==> src/rtl/edge_detect_multi.sv <==
// Multi-channel edge detector: per-channel Moore FSMs with a saturating edge counter.
// Define EDGE_DETECT_MULTI_SYNC_EN to add a 2-flop input synchroniser per channel.
module edge_detect_multi #(
    parameter int N     = 4,
    parameter int CNT_W = 8
) (
    input  logic             clk,
    input  logic             reset,
    input  logic [N-1:0]     level,
    input  logic [1:0]       mode,
    input  logic             cnt_clr,
    output logic [N-1:0]     tick,
    output logic             any_tick,
    output logic [CNT_W-1:0] edge_cnt
);

    localparam logic [1:0] ZERO = 2'd0;
    localparam logic [1:0] RISE = 2'd1;
    localparam logic [1:0] ONE  = 2'd2;
    localparam logic [1:0] FALL = 2'd3;

    // Wide enough for edge_cnt plus a full popcount of N ticks.
    localparam int SUM_W = ((CNT_W > 6) ? CNT_W : 6) + 1;
    localparam logic [SUM_W-1:0] CNT_MAX =
        {{(SUM_W-CNT_W){1'b0}}, {CNT_W{1'b1}}};

    logic [N-1:0]     samp;
    logic [1:0]       state_q [N];
    logic [1:0]       state_d [N];
    logic [CNT_W-1:0] edge_cnt_q;
    logic [CNT_W-1:0] edge_cnt_d;
    logic [SUM_W-1:0] pop;
    logic [SUM_W-1:0] sum;

`ifdef EDGE_DETECT_MULTI_SYNC_EN
    logic [N-1:0] sync1_q;
    logic [N-1:0] sync1_d;
    logic [N-1:0] sync2_q;
    logic [N-1:0] sync2_d;

    always_comb begin
        sync1_d = level;
        sync2_d = sync1_q;
    end

    always_ff @(posedge clk or posedge reset) begin
        if (reset) begin
            sync1_q <= '0;
            sync2_q <= '0;
        end else begin
            sync1_q <= sync1_d;
            sync2_q <= sync2_d;
        end
    end

    assign samp = sync2_q;
`else
    assign samp = level;
`endif

    always_comb begin
        for (int i = 0; i < N; i++) begin
            state_d[i] = ZERO;
            unique case (state_q[i])
                ZERO:    state_d[i] = samp[i] ? RISE : ZERO;
                RISE:    state_d[i] = samp[i] ? ONE  : FALL;
                ONE:     state_d[i] = samp[i] ? ONE  : FALL;
                FALL:    state_d[i] = samp[i] ? RISE : ZERO;
                default: state_d[i] = ZERO;
            endcase
        end
    end

    always_comb begin
        for (int i = 0; i < N; i++) begin
            tick[i] = ((state_q[i] == RISE) && mode[0]) ||
                      ((state_q[i] == FALL) && mode[1]);
        end
    end

    assign any_tick = |tick;

    always_comb begin
        pop = '0;
        for (int i = 0; i < N; i++) begin
            pop = pop + SUM_W'(tick[i]);
        end
        sum = SUM_W'(edge_cnt_q) + pop;
        if (cnt_clr) begin
            edge_cnt_d = '0;
        end else if (sum > CNT_MAX) begin
            edge_cnt_d = {CNT_W{1'b1}};
        end else begin
            edge_cnt_d = sum[CNT_W-1:0];
        end
    end

    always_ff @(posedge clk or posedge reset) begin
        if (reset) begin
            for (int i = 0; i < N; i++) begin
                state_q[i] <= ZERO;
            end
            edge_cnt_q <= '0;
        end else begin
            for (int i = 0; i < N; i++) begin
                state_q[i] <= state_d[i];
            end
            edge_cnt_q <= edge_cnt_d;
        end
    end

    assign edge_cnt = edge_cnt_q;

endmodule

==> config.mk <==
export PLATFORM = sky130hd
export DESIGN_NAME = edge_detect_multi
export DESIGN_NICKNAME = d
export VERILOG_FILES = /design/src/rtl/edge_detect_multi.sv
export SDC_FILE = /design/constraint.sdc
export NUM_CORES = 1
export LEC_CHECK = 0
export CAP_MARGIN = 30
export CORE_UTILIZATION = 30
export CTS_CLUSTER_SIZE = 8
export DETAILED_ROUTE_END_ITERATION = 16
export GPL_ROUTABILITY_DRIVEN = 0
export SETUP_SLACK_MARGIN = 0.2
export SLEW_MARGIN = 15
export SYNTH_ARGS = -nofsm -noshare
export SYNTH_HDL_FRONTEND = slang
export SYNTH_SLANG_ARGS = --single-unit
==> constraint.sdc <==
create_clock -name clk -period 5.4 [get_ports clk]
set_clock_uncertainty 0.05 [all_clocks]
set_input_delay 1.08 -clock clk [delete_from_list [all_inputs] [get_ports clk]]
set_output_delay 1.08 -clock clk [all_outputs]
set_load 0.05 [all_outputs]
# Word-level counts from Yosys, hierarchy flattened

Cells that the tools add are included.

Equal/unequal tests: 12
Add/sub/neg operators: 4
Order comparisons: 1
Muxes and demuxes: 14
Reductions and logical operators: 25

Operator list:

| cell                                                           | number |
|---|---|
| == test 2 bit (second input constant)                          | 8 |
| two-way mux 8 bit                                              | 2 |
| one-hot mux 2 bit (2 select lines)                             | 4 |
| OR reduction 2 bit                                             | 8 |
| adder 8 x 4 -> 9 bit                                           | 1 |
| greater-than comparator 9 x 8 -> 1 bit (second input constant) | 1 |
| == test 2 x 1 -> 1 bit (second input constant)                 | 4 |
| logical AND 1 bit                                              | 8 |
| zero test 2 bit                                                | 4 |
| two-way mux 1 bit                                              | 8 |
| adder 3 x 1 -> 4 bit                                           | 1 |
| logical OR 1 bit                                               | 4 |
| OR reduction 4 bit                                             | 1 |
| adder 2 x 1 -> 3 bit                                           | 1 |
| adder 1 x 1 -> 2 bit                                           | 1 |

Output and inout port bits: 13
Bits of input ports: 9
Bits in registers: 16

# Longest topological paths before layout

Gate-level depths: netlist of the first run.

Word-level depth: 10
Gate-level depth with buffers: 13
Gate-level depth less buffers: 13

# Least setup slack after synthesis of the first run

Ideal clock, no wire load.

Path kind: input to register
Start point: input port mode[1]
End point: register edge_cnt_q[7], in the netlist edge_cnt[7]
Slack: 1.917 ns
Stages: 10
Path buffers: 0
Arrival: 3.334 ns
Data required time: 5.251 ns
Cell sequence: a22oi_1 inv_1 fa_1 inv_1 fa_1 inv_1 fa_1 nand2_2 and3_1 a311oi_1

Cells in the longest elaborated chain, start to end: 9
Elaborated cells between the ends (all ways): 15
Those cells by class: 4 x add/sub; 1 x order compare; 2 x mux; 8 x reduce/logical

Ends and longest elaborated chain:

| what                                   | line | source |
|---|---|---|
| from (decl)                            | 10   | `input logic [1:0] mode,` |
| logical AND 1 bit *                    | 77   | `((state_q[i] == FALL) && mode[1]);` |
| logical OR 1 bit *                     | 76   | `tick[i] = ((state_q[i] == RISE) && mode[0]) \|\|` |
| net tick[0]                            | 12   | `output logic [N-1:0] tick,` |
| adder 1 x 1 -> 2 bit *                 | 86   | `pop = pop + SUM_W'(tick[i]);` |
| adder 2 x 1 -> 3 bit *                 | 86   |  |
| adder 3 x 1 -> 4 bit *                 | 86   |  |
| adder 8 x 4 -> 9 bit *                 | 88   | `sum = SUM_W'(edge_cnt_q) + pop;` |
| greater-than comparator 9 x 8 -> 1 bit | 91   | `end else if (sum > CNT_MAX) begin` |
| two-way mux 8 bit *                    | 91   |  |
| two-way mux 8 bit *                    | 89   | `if (cnt_clr) begin` |
| net edge_cnt_d[7]                      | 31   | `logic [CNT_W-1:0] edge_cnt_d;` |
| to (signal assigned)                   | 108  | `edge_cnt_q <= edge_cnt_d;` |
| to (decl)                              | 30   | `logic [CNT_W-1:0] edge_cnt_q;` |

The timed path passes the listed nets; every way through them passes the cells marked *.

# Worst setup path after layout of the first run

Start point: input port mode[1]
End point: output port any_tick

Cells in the longest elaborated chain, start to end: 3
Elaborated cells between the ends (all ways): 9
Those cells by class: 9 x reduce/logical

Ends and longest elaborated chain:

| what                 | line | source |
|---|---|---|
| logical AND 1 bit    | 77   |  |
| logical OR 1 bit     | 76   |  |
| OR reduction 4 bit * | 81   | `assign any_tick = \|tick;` |
| to (decl)            | 13   | `output logic any_tick,` |

Every way passes the cells marked *; elsewhere a longest branch is shown, timed or not.

==> results of run 1 <==
==> metrics by stage <==
step | std cells | setup WS [ns] | total power [mW]
global placement | 137 | 1.31 | 0.585
global route | 141 | 1.17 | 0.737
CTS | 141 | 1.27 | 0.678
finish | 141 | 1.28 | 0.667
floorplan | 86 | 1.92 | 0.486
detailed placement | 137 | 1.27 | 0.595
==> worst max-delay path: stages <==
cell and delay (ns):
clkdlybuf4s50_1 0.46, a22oi_1 0.25, ha_1 0.19, nand2_1 0.04, or2_2 0.27, clkdlybuf4s50_1 0.70
==> cell usage in the layout (no fill, tap or decap) <==
master           instances
clkbuf_8                 1
nor2_1                   4
ha_1                    10
nor2b_1                  2
nand4_1                  1
or2_2                    1
clkbuf_4                 3
and2_2                   1
and3_4                   1
and4b_1                  1
nor3_1                   4
a21oi_1                  4
a311oi_1                 2
dfrtp_1                 16
and3_1                   1
o21a_4                   1
clkdlybuf4s50_1         21
nand2_2                  1
o21bai_1                 1
nand2_1                  4
a31oi_1                  3
fa_1                     3
inv_1                   15
a22o_1                   1
a22oi_1                  3
xnor2_1                  4
and4_1                   1
==> report_power, final <==
| part | leakage [nW] | total (mW) | switching, mW | internal (mW) |
|---|---|---|---|---|
| registers | 0.203 | 0.193 | 0.0288 | 0.164 |
| logic | 0.351 | 0.392 | 0.235 | 0.157 |
| clock network | 0.0210 | 0.0820 | 0.0408 | 0.0411 |
| total | 0.575 | 0.667 | 0.305 | 0.362 |
==> final cells by class <==
cell class | count | area share (%)
clock buffers | 4 | 3.03
inverters | 15 | 4.70
multi-input cells | 54 | 38.0
flip-flops and latches | 16 | 33.4
well taps | 31 | 3.24
repair buffers | 21 | 17.6
==> cell families (layout without fill, tap and decap cells) <==
logic type                 after synthesis  count (layout)  share of synthesized area [%]
AOI/OAI and AO/OA                       15              15                           12.0
adders and majority gates               13              13                           20.2
DFF                                     16              16                           43.7
xor gates and xnor gates                 4               4                           3.82
and+or+nand+nor                         22              22                           13.7
buffers and inverters                   16              40                           6.56
==> flip-flops by register name, summed over array words and instances (netlist names) <==
register,flops
edge_cnt,8
state_q,8
==> worst paths after layout <==
check                              end         from  depth (start not counted)  slack [ns]
min in group asynchronous   state_q[6]        reset                          2        1.10
hold reg to reg            edge_cnt[3]  edge_cnt[3]                          1        0.55
setup reg to reg           edge_cnt[2]   state_q[6]                         12        2.45
setup / recovery              any_tick      mode[1]                          6        1.28
hold / removal             edge_cnt[3]  edge_cnt[3]                          1        0.55
max in group asynchronous  edge_cnt[2]        reset                          2        3.79
==> metal layers <==
metal,part of all wire [%],vias up
met3,3.3,5
met5,0,-
met4,3.0,0
met2,46,16
li1,-,334
met1,47,319
==> impl_metrics.ini, run 1 <==
[run_status]
status = finished with violations
violations = design-rule violations

[route]
wirelength_microns = 1630
vias_per_cell = 4.78
vias = 674
ant_nets = 0
avgRoutedWirePerCell_microns = 11.5
drcViolationCount = 4
drtIter0Drc = 10
dr.pass1.iters = 9

[timing]
slew_headroom_pct = 57.9
rsz0062_at_grt = no
tightest_slew_ns = 0.630
finalCriticalPeriod_ns = 4.12
drv_slew = 0
setup_violations = 0
min_period_over_period_pct = 76.3
setup_tns_ns = 0
whs_ns = 0.552
fmax_mhz = 243
finalHoldViolCount = 0

[cts]
clock_path_buffers = 2
cts_tree = yes
post_cts_resized = 0
htree_levels = 1
clkSlewWorstSetupHoldPaths_ns = 0.10
cts_made_buffers = 3
cts_hold_buf = 0
cts_setup_buffers = 0
clkLatencyLatePin_ns = 0.29
root_buffer = clkbuf_4
clock-sinks = 16

[layout]
area_delta_synth_final_pct = 30.7
drive_gt1_share_pct = 8.18
multi_input_area_sq_um = 455
num-fill-cells = 284
utilization_pct = 42.3
final_area_sq_um = 1200
nets = 133
final-seq-area_sq_um = 400
antenna_cells = 0

[logic_synthesis]
syn_inst = 86
syn_area_per_cell_sq_um = 10.6
ys_types = 25
yosysSeqAreaShare_pct = 43.7
yosysWarnings = 0
ys_seq_elements = 16
synth_fp_nets = 108
synthFlopType = dfrtp_1
synth-edff-count = 0
synth.area.top_cells = dfrtp_1 (44%), ha_1 (14%), fa_1 (6.6%), inv_1 (6.1%), xnor2_1 (3.8%)
synth_top_cell_area_share_pct = 43.7
netlist_area_sq_um = 916
yosys.area.top_type = dfrtp_1
async_flop_share_pct = 100
yosys-top-cells-count = dfrtp_1 (16), inv_1 (15), ha_1 (10)
yosysMostFrequentCell = dfrtp_1

[grt]
grt_overflow = 0
busiest_layer = met2
antenna_found_initial = 0
grt_pass1_vias = 716
grt_first_pass_wirelength_microns = 2970
grt_max_degree = 17
use_met1_pct = 14.5
grt.met2_usage_pct = 20.3
met3_usage_pct = 2.27
track_usage_pct = 12.1

[floorplan]
io_pins = 22
die-area_sq_um = 3280
core-area_sq_um = 2830
die_x_microns = 57.3
die_y_microns = 57.3
rows = 19
initial_core_util_pct = 32.4

[critical_path]
cp_max_fo = 4
endpoint_kind = primary output
critPathArrivalTime_ns = 2.99
cp-start-kind = input port
critical_path_class = in2out
cp.required_ns = 4.27

[flow_run]
drv_cap = 0

[power]
irDropWorstVdd_mv = 0.163
p_leak_nw = 0.575
p_per_area_nw_per_um2 = 557

[placement]
port_buffers = 21
dp_hpwl_microns = 1290
placed_cell_area_sq_um = 1160

[min_path]
worstHoldPathType = reg2reg
Power figures use the tool's default switching activity.
==> run 2: changes to the inputs <==
Clock period 5.4 ns to 3.7 ns, I/O delays scaled along.
==> impl_metrics.ini, run 2 (synthesis gave the netlist of run 1 again) <==
[power]
power_frac_comb_pct = 61.2
switching_power_uw = 440
irDropWorstVdd_mv = 0.286
seqPwrFrac_pct = 29.6
p_per_area_nw_per_um2 = 798
netSwitchingFraction_pct = 46.0
p_leak_nw = 0.578
power_uw = 955
intPower_uw = 515
clock_power_share_pct = 9.2

[critical_path]
worstPathCellList = clkdlybuf4s50_1 > a22oi_1 > inv_1 > fa_1 > inv_1 > fa_1 > inv_1 > fa_1 > nand2_2 > and3_1 > a311oi_1
cp-start-kind = input port
rrSetupSlack_ns = 0.72
r2r-start = state_q[6]
cp_max_fo = 5
cp.required_ns = 3.83
rr_endpoint = edge_cnt[7]
endpoint_kind = flop
cp_slowest_stage_delay_ns = 0.54
critical_path_class = in2reg
crit_family = adder cells
critPathArrivalTime_ns = 3.44
cp_slowest_cell = fa_1
reg2reg_depth = 11
path_buf_inv = 4

[route]
avgRoutedWirePerCell_microns = 11.2
dr.pass1.iters = 12
wirelength_microns = 1580
vias = 672
drcViolationCount = 4
drtIter0Drc = 14
vias_per_cell = 4.77
ant_nets = 0

[placement]
port_buffers = 21
dp_hpwl_microns = 1300

[flow_run]
drv_cap = 0

[layout]
final-seq-area_sq_um = 400
nets = 134
layout_common_cells = clkdlybuf4s50_1 (20), dfrtp_1 (16), inv_1 (15), ha_1 (10)
multi_input_area_sq_um = 458
utilization_pct = 42.3
drive_gt1_share_pct = 9.09
final_common_cell = clkdlybuf4s50_1
antenna_cells = 0
num-fill-cells = 282
area_delta_synth_final_pct = 30.6

[cts]
root_buffer = clkbuf_4
clock_path_buffers = 2
cts_hold_buf = 0
post_cts_resized = 0
clkSlewWorstSetupHoldPaths_ns = 0.09
cts_setup_buffers = 0
clock-sinks = 16
clkLatencyLatePin_ns = 0.28
cts_made_buffers = 3
htree_levels = 1
cts_tree = yes

[timing]
drv_slew = 0
rsz0062_at_grt = no
finalHoldViolCount = 0
setup_tns_ns = 0
min_period_over_period_pct = 89.5
setup_violations = 0
finalCriticalPeriod_ns = 3.31
tightest_slew_ns = 0.611
slew_headroom_pct = 59.2
fmax_mhz = 302

[grt]
grt_first_pass_wirelength_microns = 2760
antenna_found_initial = 0
grt_overflow = 0
busiest_layer = met2
grt.met2_usage_pct = 18.7
use_met1_pct = 13.3
met3_usage_pct = 2.27
grt_pass1_vias = 658
track_usage_pct = 11.3
grt_max_degree = 17

[run_status]
status = finished with violations
violations = design-rule violations

[min_path]
worstHoldPathType = reg2reg
hold_depth = 1
min-delay-start = edge_cnt[3]
min_to = edge_cnt[3]

[floorplan]
die_x_microns = 57.3
initial_core_util_pct = 32.4
die-area_sq_um = 3280
core-area_sq_um = 2830
io_pins = 22
rows = 19
die_y_microns = 57.3
-- run 2: layer usage --
metal  part of all wire, %  wire length, microns
met1                    45                   716
met2                    48                   767
met3                   3.7                    59
met4                   2.6                    41
met5                     0                     0
-- run 2: area by class of cell --
| class | instances | area share (%) |
|---|---|---|
| Clock buffer | 3 | 1.88 |
| Inverter | 15 | 4.71 |
| Multi-Input combinational cell | 54 | 38.3 |
| Sequential cell | 16 | 33.5 |
| Tap cell | 31 | 3.24 |
| Timing Repair Buffer | 22 | 18.4 |
-- run 2: worst register-to-register path, delay by kind of cell, from the launching register on --
kind,cells,cell delay [ns]
AO/OA/AOI/OAI,2,0.53
flip-flops,1,0.39
buffers and inverters,3,0.26
adder cells (fa/ha/maj),4,1.37
AND/OR/NAND/NOR,2,0.28
-- run 2: worst max-delay path by stage --
stage / from / end / slack (ns) / depth (start not counted)
floorplan: mode[1] / edge_cnt[7] / 0.56 / 10
global placement: mode[1] / edge_cnt[7] / 0.24 / 11
detailed placement: mode[1] / edge_cnt[7] / 0.08 / 11
CTS: mode[1] / any_tick / 0.23 / 6
global route: mode[1] / edge_cnt[7] / 0.21 / 11
finish: mode[1] / edge_cnt[7] / 0.39 / 11
-- run 2: stage by stage --
| stage | instance area [sq um] | hold WS (ns) | setup slack, ns | std cells |
|---|---|---|---|---|
| 2_1_floorplan | 916 | 0.516 | 0.557 | 86 |
| 3_3_place_gp | 1170 | 0.521 | 0.240 | 138 |
| 3_5_place_dp | 1170 | 0.523 | 0.0846 | 138 |
| 4_1_cts | 1190 | 0.537 | 0.227 | 141 |
| 5_1_grt | 1200 | 0.568 | 0.206 | 141 |
| 6_report | 1200 | 0.534 | 0.390 | 141 |
-- run 2: power groups by stage --
stage,registers (mW),logic (mW),clock network [mW]
after global routing,0.292,0.655,0.102
after global placement,0.283,0.578,0
final,0.282,0.584,0.0883
after CTS,0.283,0.596,0.0916
after floorplan,0.325,0.385,0
after detailed placement,0.287,0.594,0
==> run 3: changes to the inputs <==
Settings changed: CORE_ASPECT_RATIO set to 1.25.
==> impl_metrics.ini, run 3 (synthesis gave the netlist of run 1 again) <==
[route]
avgRoutedWirePerCell_microns = 11.7
vias_per_cell = 4.79
ant_nets = 0
drtIter0Drc = 8
wirelength_microns = 1710
drcViolationCount = 0
dr.pass1.iters = 4
vias = 699

[grt]
grt_pass1_vias = 767
grt_first_pass_wirelength_microns = 3150
grt_max_degree = 17
track_usage_pct = 12.6
grt_overflow = 0
antenna_found_initial = 0

[cts]
cts_made_buffers = 3
cts_hold_buf = 0
root_buffer = clkbuf_4
clock_path_buffers = 2
clkLatencyLatePin_ns = 0.27
clock-sinks = 16
cts_tree = yes
htree_levels = 1
clkSlewWorstSetupHoldPaths_ns = 0.08

[min_path]
worstHoldPathType = reg2reg

[floorplan]
rows = 22
die-area_sq_um = 3280
core-area_sq_um = 2920
die_x_microns = 51.4
die_y_microns = 63.8
initial_core_util_pct = 31.4
io_pins = 22

[run_status]
status = complete, no violations

[placement]
dp_hpwl_microns = 1370
port_buffers = 21

[timing]
whs_ns = 0.548
slew_headroom_pct = 58.1
min_period_over_period_pct = 88.3
rsz0062_at_grt = no
fmax_mhz = 306
tightest_slew_ns = 0.628
drv_slew = 0
setup_tns_ns = 0
finalCriticalPeriod_ns = 3.27
setup_violations = 0
finalHoldViolCount = 0

[critical_path]
critPathArrivalTime_ns = 3.39
cp_max_fo = 5
cp_slowest_stage_delay_ns = 0.55
endpoint_kind = flop
cp_slowest_cell = fa_1
worstPathCellList = clkdlybuf4s50_1 > a22oi_2 > inv_1 > fa_1 > inv_1 > fa_1 > inv_1 > fa_1 > nand2_2 > and3_1 > a311oi_1
cp-start-kind = input port
cp.required_ns = 3.83
critical_path_class = in2reg

[layout]
area_delta_synth_final_pct = 32.1
final-seq-area_sq_um = 400
final_common_cell = clkdlybuf4s50_1
antenna_cells = 0
nets = 134
multi_input_area_sq_um = 465
drive_gt1_share_pct = 10.0
layout_common_cells = clkdlybuf4s50_1 (20), dfrtp_1 (16), inv_1 (15), ha_1 (10)
num-fill-cells = 313

[power]
p_leak_nw = 0.579
irDropWorstVdd_mv = 0.490
p_per_area_nw_per_um2 = 801

[flow_run]
drv_cap = 0
## run 3: cell counts in the layout (fill, tap and decap cells not counted)
No cell type changed its count.
## run 3: path summary, 6_finish.rpt
path	to	slack, ns	depth (start not counted)	from
worst max-delay path	edge_cnt[7]	0.43	11	mode[1]
worst min-delay path	state_q[7]	0.55	2	state_q[6]
worst max register to register	edge_cnt[7]	0.81	11	state_q[6]
worst min register to register	state_q[7]	0.55	2	state_q[6]
max in group asynchronous	edge_cnt[5]	2.41	2	reset
min in group asynchronous	state_q[6]	0.79	2	reset
## run 3: final cells by class
class,instances,share of cell area (%)
Multi-Input combinational cell,54,38.5
Sequential cell,16,33.1
Timing Repair Buffer,22,18.2
Inverter,15,4.65
Tap cell,36,3.72
Clock buffer,3,1.86
## run 3: layer usage
metal / up-vias / GRT usage [%] / wire [microns]
li1: 337 / - / -
met1: 340 / 14.9 / 738
met2: 20 / 21.8 / 867
met3: 2 / 2.62 / 92
met4: 0 / 5.07 / 12
met5: - / 0 / 0
## run 3: repair_timing
item	in CTS	in global routing
gates resized for setup	0	3
setup buffers	0	0
endpoints found under the setup margin	0	3
## run 3: worst max-delay path: cells and delay by family
kind,cells,cell delay (ns)
AND/OR/NAND/NOR,2,0.28
adder cells (fa/ha/maj),3,1.18
buffers and inverters,4,0.72
AO/OA/AOI/OAI,2,0.48
## run 3: metrics by stage
stage / setup slack, ns / instances / power [mW] / area, sq um / util, %
2_1_floorplan: 0.557 / 86 / 0.709 / 916 / -
3_3_place_gp: 0.165 / 143 / 0.870 / 1170 / 40.3
3_5_place_dp: 0.0827 / 143 / 0.888 / 1170 / 40.3
4_1_cts: 0.230 / 146 / 0.982 / 1200 / 41.0
5_1_grt: 0.202 / 146 / 1.07 / 1210 / 41.5
6_report: 0.433 / 146 / 0.969 / 1210 / 41.5
## run 3: report_power, final
| group | internal, mW | switching [mW] | total [mW] |
|---|---|---|---|
| clock network | 0.0376 | 0.0468 | 0.0844 |
| logic | 0.246 | 0.357 | 0.603 |
| registers | 0.240 | 0.0420 | 0.282 |
